===== src/rtl/xge_pkt_tx_gen_pkg.sv =====
// rtl/xge_pkt_tx_gen_pkg.sv - shared types, header marker, LFSR step and length clamp for the packet source
package xge_txgen_pkg;

    typedef enum logic [2:0] {
        IDLE,
        SOP,
        BODY,
        IPG,
        DONE
    } state_t;

    localparam logic [15:0] HDR_MARKER = 16'hA5C3;

    // x^16+x^14+x^13+x^11+1 in right-shifting form: feedback from bits 0,2,3,5
    localparam logic [15:0] LFSR_TAPS = 16'h002D;

    function automatic logic [15:0] lfsr_next(input logic [15:0] q);
        return {^(q & LFSR_TAPS), q[15:1]};
    endfunction

    function automatic logic [10:0] clamp_len(input logic [10:0] len,
                                              input logic [10:0] lo,
                                              input logic [10:0] hi);
        if (len < lo)
            return lo;
        else if (len > hi)
            return hi;
        return len;
    endfunction

endpackage


===== src/rtl/xge_pkt_tx_gen_if.sv =====
// rtl/xge_pkt_tx_gen_if.sv - pkt_tx_* client interface between the packet source and the 10GE MAC
interface xge_pkt_tx_gen_if;

    logic        pkt_tx_val;
    logic        pkt_tx_sop;
    logic        pkt_tx_eop;
    logic [2:0]  pkt_tx_mod;
    logic [63:0] pkt_tx_data;
    logic        pkt_tx_full;

    modport master (
        output pkt_tx_val, pkt_tx_sop, pkt_tx_eop, pkt_tx_mod, pkt_tx_data,
        input  pkt_tx_full
    );

    modport slave (
        input  pkt_tx_val, pkt_tx_sop, pkt_tx_eop, pkt_tx_mod, pkt_tx_data,
        output pkt_tx_full
    );

endinterface


===== src/rtl/xge_pkt_tx_gen_lfsr.sv =====
// rtl/xge_pkt_tx_gen_lfsr.sv - 16-bit Fibonacci LFSR used for random frame lengths
module xge_lfsr16
    import xge_txgen_pkg::*;
#(
    parameter logic [15:0] SEED = 16'hACE1
) (
    input  logic        clk,
    input  logic        rst,
    input  logic        i_step,
    input  logic        i_load,
    output logic [15:0] o_q
);

    logic [15:0] r_q;

    always_ff @(posedge clk or posedge rst) begin
        if (rst)
            r_q <= SEED;
        else if (i_load)
            r_q <= SEED;
        else if (i_step)
            r_q <= lfsr_next(r_q);
    end

    assign o_q = r_q;

endmodule


===== src/rtl/xge_pkt_tx_gen.sv =====
// rtl/xge_pkt_tx_gen.sv - header + byte-ramp frame source for the 10GE MAC; XGE_TXGEN_BYTE_CNT_EN adds o_bytes_sent
module xge_pkt_tx_gen
    import xge_txgen_pkg::*;
#(
    parameter int unsigned MIN_LEN    = 64,
    parameter int unsigned MAX_LEN    = 1518,
    parameter int unsigned IPG_CYCLES = 1,
    parameter logic [15:0] LFSR_SEED  = 16'hACE1
) (
    input  logic                  clk_156m25,
    input  logic                  reset_156m25,
    xge_pkt_tx_gen_if.master      tx,
    input  logic                  i_enable,
    input  logic [15:0]           i_pkt_count,
    input  logic                  i_rand_len,
    input  logic [10:0]           i_fixed_len,
    output logic                  o_busy,
    output logic                  o_done,
    output logic [15:0]           o_pkts_sent
`ifdef XGE_TXGEN_BYTE_CNT_EN
    ,
    output logic [31:0]           o_bytes_sent
`endif
);

    localparam logic [10:0] C_MIN      = 11'(MIN_LEN);
    localparam logic [10:0] C_MAX      = 11'(MAX_LEN);
    localparam logic [15:0] C_IPG_LAST = (IPG_CYCLES == 0) ? 16'd0 : 16'(IPG_CYCLES - 1);

    state_t      r_state, w_state_next;
    logic        w_present, w_eop, w_sop_entry, w_run_start, w_gap_end;
    logic [15:0] w_lfsr_q;
    logic [10:0] w_len_new, w_len_m1, w_base;
    logic [15:0] w_sent_cmp;
    logic [63:0] w_hdr_word, w_body_word;

    logic [10:0] r_len;
    logic [7:0]  r_word_idx, r_last_idx;
    logic [31:0] r_seq;
    logic [15:0] r_pkts_sent, r_ipg_cnt;
    logic        r_done, r_busy;
    logic        r_val, r_sop, r_eop;
    logic [2:0]  r_mod;
    logic [63:0] r_data;
`ifdef XGE_TXGEN_BYTE_CNT_EN
    logic [31:0] r_bytes_sent;
`endif

    xge_lfsr16 #(.SEED(LFSR_SEED)) u_lfsr (
        .clk    (clk_156m25),
        .rst    (reset_156m25),
        .i_step (w_sop_entry),
        .i_load (1'b0),
        .o_q    (w_lfsr_q)
    );

    assign w_len_new = i_rand_len ? clamp_len(w_lfsr_q[10:0], C_MIN, C_MAX)
                                  : clamp_len(i_fixed_len, C_MIN, C_MAX);
    assign w_len_m1  = w_len_new - 11'd1;

    // With no gap the end-of-run decision is made on the eop edge, before the count has stepped
    assign w_sent_cmp = (IPG_CYCLES == 0) ? r_pkts_sent + 16'd1 : r_pkts_sent;

    always_comb begin
        w_state_next = r_state;
        w_present    = 1'b0;
        w_eop        = 1'b0;
        w_sop_entry  = 1'b0;
        w_run_start  = 1'b0;
        w_gap_end    = 1'b0;
        case (r_state)
            IDLE: begin
                if (i_enable && !r_done) begin
                    w_state_next = SOP;
                    w_sop_entry  = 1'b1;
                    w_run_start  = 1'b1;
                end
            end
            SOP: begin
                if (!tx.pkt_tx_full) begin
                    w_present    = 1'b1;
                    w_state_next = BODY;
                end
            end
            BODY: begin
                if (!tx.pkt_tx_full) begin
                    w_present = 1'b1;
                    if (r_word_idx == r_last_idx) begin
                        w_eop = 1'b1;
                        if (IPG_CYCLES == 0)
                            w_gap_end = 1'b1;
                        else
                            w_state_next = IPG;
                    end
                end
            end
            IPG: begin
                if (r_ipg_cnt == C_IPG_LAST)
                    w_gap_end = 1'b1;
            end
            DONE: begin
                if (!i_enable)
                    w_state_next = IDLE;
            end
            default: w_state_next = IDLE;
        endcase
        if (w_gap_end) begin
            if (w_sent_cmp == i_pkt_count && i_pkt_count != 16'd0) begin
                w_state_next = DONE;
            end else if (!i_enable) begin
                w_state_next = IDLE;
            end else begin
                w_state_next = SOP;
                w_sop_entry  = 1'b1;
            end
        end
    end

    assign w_hdr_word = {r_seq, HDR_MARKER, 5'd0, r_len};
    assign w_base     = {r_word_idx, 3'b000};

    always_comb begin
        w_body_word = '0;
        for (int j = 0; j < 8; j++) begin
            if (w_base + 11'(j) < r_len)
                w_body_word[8*j +: 8] = r_seq[7:0] + w_base[7:0] + 8'(j);
        end
    end

    always_ff @(posedge clk_156m25 or posedge reset_156m25) begin
        if (reset_156m25) begin
            r_state     <= IDLE;
            r_len       <= '0;
            r_word_idx  <= '0;
            r_last_idx  <= '0;
            r_seq       <= '0;
            r_pkts_sent <= '0;
            r_ipg_cnt   <= '0;
            r_done      <= 1'b0;
            r_busy      <= 1'b0;
            r_val       <= 1'b0;
            r_sop       <= 1'b0;
            r_eop       <= 1'b0;
            r_mod       <= '0;
            r_data      <= '0;
        end else begin
            r_state <= w_state_next;
            r_busy  <= (w_state_next == SOP) || (w_state_next == BODY) || (w_state_next == IPG);
            r_done  <= (w_state_next == DONE);
            r_ipg_cnt <= (r_state == IPG) ? r_ipg_cnt + 16'd1 : 16'd0;

            if (w_sop_entry) begin
                r_len      <= w_len_new;
                r_last_idx <= w_len_m1[10:3];
            end

            if (w_run_start)
                r_pkts_sent <= '0;
            else if (w_eop)
                r_pkts_sent <= r_pkts_sent + 16'd1;

            if (w_eop)
                r_seq <= r_seq + 32'd1;

            if (w_present)
                r_word_idx <= (r_state == SOP) ? 8'd1 : r_word_idx + 8'd1;

            // While the MAC is full the last word stays on the bus with val low
            if (tx.pkt_tx_full) begin
                r_val <= 1'b0;
            end else if (w_present) begin
                r_val  <= 1'b1;
                r_sop  <= (r_state == SOP);
                r_eop  <= w_eop;
                r_mod  <= w_eop ? r_len[2:0] : 3'd0;
                r_data <= (r_state == SOP) ? w_hdr_word : w_body_word;
            end else begin
                r_val <= 1'b0;
                r_sop <= 1'b0;
                r_eop <= 1'b0;
                r_mod <= 3'd0;
            end
        end
    end

`ifdef XGE_TXGEN_BYTE_CNT_EN
    always_ff @(posedge clk_156m25 or posedge reset_156m25) begin
        if (reset_156m25)
            r_bytes_sent <= '0;
        else if (w_run_start)
            r_bytes_sent <= '0;
        else if (w_eop)
            r_bytes_sent <= r_bytes_sent + 32'(r_len);
    end

    assign o_bytes_sent = r_bytes_sent;
`endif

    assign tx.pkt_tx_val  = r_val;
    assign tx.pkt_tx_sop  = r_sop;
    assign tx.pkt_tx_eop  = r_eop;
    assign tx.pkt_tx_mod  = r_mod;
    assign tx.pkt_tx_data = r_data;
    assign o_busy         = r_busy;
    assign o_done         = r_done;
    assign o_pkts_sent    = r_pkts_sent;

endmodule


===== src/flat_wrapper.sv =====
// flat-port wrapper written by rule: the top's interface ports become plain ports
module xge_pkt_tx_gen_flat import xge_txgen_pkg::*;
#(
    parameter int unsigned MIN_LEN    = 64,
    parameter int unsigned MAX_LEN    = 1518,
    parameter int unsigned IPG_CYCLES = 1,
    parameter logic [15:0] LFSR_SEED  = 16'hACE1
)
  (clk_156m25, reset_156m25, i_enable, i_pkt_count, i_rand_len, i_fixed_len, o_busy, o_done, o_pkts_sent, tx_pkt_tx_val, tx_pkt_tx_sop, tx_pkt_tx_eop, tx_pkt_tx_mod, tx_pkt_tx_data, tx_pkt_tx_full);
  xge_pkt_tx_gen_if tx_i ();
  input  logic clk_156m25;
  input  logic reset_156m25;
  input  logic i_enable;
  input  logic [15:0] i_pkt_count;
  input  logic i_rand_len;
  input  logic [10:0] i_fixed_len;
  output logic o_busy;
  output logic o_done;
  output logic [15:0] o_pkts_sent;
  output wire logic [$bits(tx_i.pkt_tx_val)-1:0] tx_pkt_tx_val;
  output wire logic [$bits(tx_i.pkt_tx_sop)-1:0] tx_pkt_tx_sop;
  output wire logic [$bits(tx_i.pkt_tx_eop)-1:0] tx_pkt_tx_eop;
  output wire logic [$bits(tx_i.pkt_tx_mod)-1:0] tx_pkt_tx_mod;
  output wire logic [$bits(tx_i.pkt_tx_data)-1:0] tx_pkt_tx_data;
  input wire logic [$bits(tx_i.pkt_tx_full)-1:0] tx_pkt_tx_full;
  assign tx_pkt_tx_val = tx_i.pkt_tx_val;
  assign tx_pkt_tx_sop = tx_i.pkt_tx_sop;
  assign tx_pkt_tx_eop = tx_i.pkt_tx_eop;
  assign tx_pkt_tx_mod = tx_i.pkt_tx_mod;
  assign tx_pkt_tx_data = tx_i.pkt_tx_data;
  assign tx_i.pkt_tx_full = tx_pkt_tx_full;
  xge_pkt_tx_gen #(.MIN_LEN(MIN_LEN), .MAX_LEN(MAX_LEN), .IPG_CYCLES(IPG_CYCLES), .LFSR_SEED(LFSR_SEED)) u_core (.clk_156m25(clk_156m25), .reset_156m25(reset_156m25), .tx(tx_i), .i_enable(i_enable), .i_pkt_count(i_pkt_count), .i_rand_len(i_rand_len), .i_fixed_len(i_fixed_len), .o_busy(o_busy), .o_done(o_done), .o_pkts_sent(o_pkts_sent));
endmodule

===== config.mk =====
export PLATFORM = sky130hd
export DESIGN_NAME = xge_pkt_tx_gen_flat
export DESIGN_NICKNAME = d
export VERILOG_FILES = /design/src/rtl/xge_pkt_tx_gen_pkg.sv /design/src/rtl/xge_pkt_tx_gen_if.sv /design/src/rtl/xge_pkt_tx_gen_lfsr.sv /design/src/rtl/xge_pkt_tx_gen.sv /design/src/flat_wrapper.sv
export SDC_FILE = /design/constraint.sdc
export NUM_CORES = 1
export LEC_CHECK = 0
export ABC_AREA = 1
export CAP_MARGIN = 40
export CORE_MARGIN = 10
export CORE_UTILIZATION = 57
export CTS_CLUSTER_DIAMETER = 200
export DETAILED_ROUTE_END_ITERATION = 6
export GPL_TIMING_DRIVEN = 0
export MAX_ROUTING_LAYER = met4
export PLACE_DENSITY = 0.85
export RECOVER_POWER = 25
export SYNTH_ARGS = -nofsm -noshare
export SYNTH_HDL_FRONTEND = slang
export SYNTH_SLANG_ARGS = --single-unit

===== constraint.sdc =====
create_clock -name clk_156m25 -period 7.6 [get_ports clk_156m25]
set_clock_uncertainty 0.05 [all_clocks]
set_input_delay 1.52 -clock clk_156m25 [delete_from_list [all_inputs] [get_ports clk_156m25]]
set_output_delay 1.52 -clock clk_156m25 [all_outputs]
set_load 0.1 [all_outputs]

# After elaboration in Yosys (flattened, before gate mapping)
# Cells that the tools add are included.
# totals
ff_bits	182
input_bits	32
output_inout_bits	88
wordCells	121
# classes
addsub	20
n_lt_le_gt_ge	12
eq_ne	10
mux	51
bitwise_logic	1
n_reduce_logical	12
# ops
operator	n
11-bit less-than comparator	8
11-bit two-way mux	7
8-bit two-way mux	9
64-bit two-way mux	1
16-bit two-way mux	3
11-bit by 3-bit adder with 11-bit output, second input constant	4
16-bit by 1-bit adder with 16-bit output, second input constant	2
32-bit by 1-bit adder with 32-bit output, second input constant	1
8-bit by 3-bit adder with 8-bit output, second input constant	4
3-bit two-way mux	9
11-bit by 2-bit adder with 11-bit output, second input constant	2
11-bit > comparator, second input constant	2
11-bit by 7-bit less-than comparator with 1-bit output, second input constant	2
1-bit two-way mux	21
8-bit by 1-bit adder with 8-bit output, second input constant	2
8-bit by 2-bit adder with 8-bit output, second input constant	2
16-bit == test	1
16-bit logical NOT	1
16-bit nonzero test	1
16-bit XOR reduction	1
3-bit one-hot mux with 5 select lines	1
3-bit by 2-bit == test with 1-bit output, second input constant	4
11-bit by 1-bit adder with 11-bit output, second input constant	1
11-bit by 1-bit subtractor with 11-bit output, second input constant	1
other kinds (12)	16

# Depth between registers and ports, before layout
# logic_depth
ltp_word	8
depth_mapped	15
ltp_nobuf	15

# Modules after synthesis
# From an unflattened synthesis, not the netlist that was laid out.
# hier_totals
hier_cells	1328
area_unflattened_um2	10478.8
# modules_own_cells
mod	instances	cells_per_inst	area_each_um2
xge_pkt_tx_gen	1	1258	9785.6
xge_lfsr16	1	70	693.2

# Worst setup path after synthesis
# Ideal clock, no wire load.
# synth_path
path_kind	input -> register
start	in tx_pkt_tx_full
end	reg u_core.r_seq[27]
setup_time_ns	0.125
t_arrival_ns	2.670
path_slack_ns	4.755
path_stages	9
n_path_buf	2
path_cell_list	clkbuf_1 -> inv_1 -> nand3_1 -> nor4_1 -> nand2_1 -> buf_6 -> nor2_8 -> nand2_2 -> xnor2_2
# synth_between
elab_chain_len	2
# synth_lines
element	line_no	text
from (decl)	flat_wrapper.sv:25	input wire logic [$bits(tx_i.pkt_tx_full)-1:0] tx_pkt_tx_full;
1-bit two-way mux	xge_pkt_tx_gen.sv:86	if (!tx.pkt_tx_full) begin
1-bit two-way mux	xge_pkt_tx_gen.sv:71	case (r_state)
to (signal assigned)	xge_pkt_tx_gen.sv:163	r_seq <= r_seq + 32'd1;
to (decl)	xge_pkt_tx_gen.sv:39	logic [31:0] r_seq;
# No other way between the ends.
# A chain may end at the register's enable or synchronous reset.

==> flow_summary_export.csv <==
group,metric,value,unit
sta,slew_violations,57,
floorplan,fp.coreArea,0.01809,mm2
routing,totalWireLength,32.67,mm
worst_setup_path,rrSetupSlack,4.46,ns
global_routing,grt_remaining_overflow,0,
worst_setup_path,start_kind,"input pin",
power_and_ir_drop,combPwrFrac,61.0,%
flow_run,maxCapViolations,1,
worst_setup_path,cell_family_contributing_the_most_delay_on_the_critical_path,"buffers and inverters",
floorplan,fp-row-count,49,
sta,period_share,49.56,%
floorplan,initial_core_util,58.17,%
synth,synthDistinctLibCells,54,
sta,worst_hold_margin,0.4261,ns
power_and_ir_drop,power.total,0.005853,W
synth,yosysSeqAreaShare,43.38,%
synth,synth-main-ff-cell,"dfrtp_1",
routing,wire_per_inst,18.20,um
sta,fmax,265.5,MHz
floorplan,ioPinCount,120,
floorplan,chipHeight,155.9,um
floorplan,dieArea,0.02429,mm2
synth,async_set_reset_flop_share_out_of_synthesis,100.0,%
clocking,cts_max_path_buffers,2,
worst_setup_path,critical_path_peak_fanout,126,
worst_setup_path,setup.worst_path.class,"input pin to async pin",
worst_setup_path,worstPathCellList,"dlygate4sd3_1 -> clkinvlp_2 -> buf_16",
power_and_ir_drop,power.share.switching,51.38,%
final_layout,post_route_cells_drive_above_1_share,13.60,%
routing,drt-vias-per-instance,5.747,
routing,dr.first_iter.drc_count,900,
routing,count_of_unresolved_drc_violations_after_routing,0,
clocking,post_cts.resized_instances,0,
final_layout,n_antenna_cell,0,
power_and_ir_drop,clock_power_share,14.5,%
hold_path,worstHoldPathType,"register to register",
clocking,numCtsBuffers,17,
power_and_ir_drop,sequentialPowerShare,24.5,%
synth,synthesized_area_fraction_occupied_by_ao_oa_aoi_and_oai_cells,11.92,%
synth,post_synth_and_or_nand_nor_area_fraction,26.59,%
placement,routabilityCongestion,0.9964,
clocking,postCtsSetupRepairBufs,0,
power_and_ir_drop,leakage,6.499,nW
synth,postSynthRegisterBits,182,
placement,dp.final_hpwl,25.10,mm
clocking,cts_max_level,4,
power_and_ir_drop,total_switching_power,0.003007,W
routing,drt_first_pass_iters,6,
floorplan,dieWidth,155.9,um
routing,vias_after_detailed_routing,10320,
clocking,tritoncts_num_sinks,182,
synth,synth_top_family_by_area,"simple AND/OR/NAND/NOR gates",
global_routing,global_route_total_usage_across_every_layer,27.56,%
global_routing,grt_pass1_vias,10230,
sta,finalHoldViolations,0,
worst_setup_path,critical_path_buf_inv_count,3,
worst_setup_path,setup.worst_path.end_class,"async pin",
final_layout,nets,1613,
synth,synth-xor-area-share,6.624,%
synth,synth-adder-area-share,3.282,%
clocking,cts_tree,"yes",
power_and_ir_drop,p_int,0.002846,W
sta,period_needed,3.766,ns
synth,synth_fp_nets,1387,
synth,ys.warnings.count,0,
power_and_ir_drop,power.density,417.6,mW/mm2
clocking,clk_pin_slew_worst_paths,0.07,ns
clocking,ctsRootBufferMaster,"clkbuf_16",
status,outcome,"finished, violations left",
synth,synth_mux_area_share,0.6184,%
synth,syn_area,0.01052,mm2
synth,syn-mean-instance-area,7.923,um2
sta,setup_repair_after_global_routing_missed_its_margin,"false",
worst_setup_path,timing.critical_path.required,8.06,ns
clocking,holdBufCountCts,0,
routing,final_antenna_net_count,0,
worst_setup_path,worstPathArrival,4.23,ns
placement,placement.io_buffers,118,
worst_setup_path,crit_path_max_delay_cell_type,"clkinvlp_2",
global_routing,antenna_violations_before_repair,0,
sta,finalSetupViolations,0,
global_routing,maximum_number_of_pins_on_one_net_before_global_route_repair,127,
sta,slew_headroom,-80.82,%
final_layout,area_delta_synth_final,33.20,%
global_routing,grt_first_pass_wirelength,52.47,mm
synth,postSynthCellCount,1328,
clocking,clock_latency,0.43,ns
worst_setup_path,cpPeakStageDelay,1.52,ns
sta,worst_slew_pin_slew,2.697,ns
power_and_ir_drop,vdd.ir_drop.worst,0.0005360,V
synth,synth-edff-count,0,
status,violations,"max-capacitance violations, max-slew violations",
routing by layer:
| metal | track usage (%) | vias up | share of wire, % |
|---|---|---|---|
| li1 | - | 4802 | - |
| met1 | 32.95 | 4848 | 39 |
| met2 | 43.58 | 581 | 48 |
| met3 | 8.437 | 84 | 10 |
| met4 | 9.353 | 0 | 2.8 |
| met5 | - | - | 0 |
synth_stat cells, drive strengths merged (2+ instances only):
master	number	area [um2]
nand2	311	1185
a21oi	89	449.2
inv	156	585.6
nand3	62	345.3
nand3b	2	15.01
buf	31	175.2
nor3b	2	15.01
nor4	24	205.2
a22oi	6	45.04
dfstp	8	210.2
o21ai	111	555.5
nor3	22	156.4
nand4	36	240.2
o21a	5	37.54
ha	26	325.3
o211ai	3	22.52
a31oi	5	31.28
mux2i	2	20.02
clkinv	2	7.510
mux2	4	45.04
xnor2	25	234.0
a32oi	2	17.52
or2	2	12.51
clkbuf	8	30.03
o31ai	7	52.55
dfrtp	174	4354
xor2	52	463.0
nor2	144	616.8
cell usage in the layout, fill, tap and decap left out, types with 8 or more instances in the layout:
master           netlist  final
nand2_1              304    304
dfrtp_1              174    174
inv_1                142    141
nor2_1               131    135
clkdlybuf4s50_1        0    116
o21ai_0               88     88
a21oi_1               88     88
buf_8                  0     75
nand3_1               58     58
xor2_1                51     51
nand4_1               35     35
ha_1                  26     26
xnor2_1               23     23
o21ai_1               23     23
buf_2                 23     22
nor4_1                18     19
clkbuf_16              0     17
nor3_1                14     16
inv_2                 14     14
buf_16                 0     14
clkbuf_1               8      9
inv_6                  0      8
dfstp_2                8      8
metrics by stage:
| step | area, um2 | instances | util, % | setup TNS (ns) | setup WS (ns) |
|---|---|---|---|---|---|
| 4_1_cts | 14050 | 1795 | 77.70 | 0 | 4.243 |
| 3_3_place_gp | 11990 | 1675 | 66.29 | -206.43 | -1.206 |
| 5_1_grt | 14010 | 1795 | 77.49 | 0 | 3.567 |
| 3_5_place_dp | 13510 | 1764 | 74.69 | 0 | 3.814 |
| 6_report | 14010 | 1795 | 77.49 | 0 | 3.834 |
| 2_1_floorplan | 10520 | 1328 | - | 0 | 1.100 |
power groups by stage:
stage / logic (W) / registers, W / clock network [W]
floorplan: 0.00103 / 0.00254 / 0
global placement: 0.00287 / 0.00143 / 0
detailed placement: 0.00353 / 0.00144 / 0
CTS: 0.00355 / 0.00143 / 0.000854
global route: 0.00375 / 0.00145 / 0.000897
finish: 0.00357 / 0.00143 / 0.000851
final cells by class:
| type | instances | area [um2] |
|---|---|---|
| Timing Repair Buffer | 207 | 2693 |
| Fill cell | 1217 | 4071 |
| Sequential cell | 182 | 4564 |
| Clock inverter | 14 | 120.1 |
| Tap cell | 229 | 286.5 |
| Clock buffer | 17 | 425.4 |
| Inverter | 158 | 594.3 |
| Multi-Input combinational cell | 949 | 5127 |
| Buffer | 39 | 203.9 |
path summary, 6_finish.rpt:
check,start,cells after the start,endpoint
setup / recovery,reset_156m25,3,u_core.tx.pkt_tx_data[57]
hold / removal,u_core.r_ipg_cnt[5],1,u_core.r_ipg_cnt[5]
setup reg to reg,u_core.r_seq[3],11,u_core.tx.pkt_tx_data[31]
hold reg to reg,u_core.r_ipg_cnt[5],1,u_core.r_ipg_cnt[5]
max in group clk_156m25,i_pkt_count[1],8,u_core.r_len[2]
min in group asynchronous,reset_156m25,2,u_core.u_lfsr.o_q[8]
flip-flops by register name, indices dropped and copies added (netlist names):
register	count
u_core.r_len	11
u_core.u_lfsr.o_q	16
u_core.r_ipg_cnt	16
u_core.tx.pkt_tx_eop	1
u_core.r_seq	32
u_core.r_state	3
u_core.tx.pkt_tx_val	1
u_core.o_done	1
u_core.o_pkts_sent	16
u_core.r_word_idx	8
u_core.tx.pkt_tx_sop	1
u_core.tx.pkt_tx_data	64
u_core.o_busy	1
u_core.r_last_idx	8
u_core.tx.pkt_tx_mod	3
logic make-up after synthesis:
group	after synthesis
compound gates	233
simple gates	606
buf+inv	197
xor+xnor	77
mux	6
fa+ha+maj	27
flops	182
Note: power is estimated with default switching activity, not from simulation.
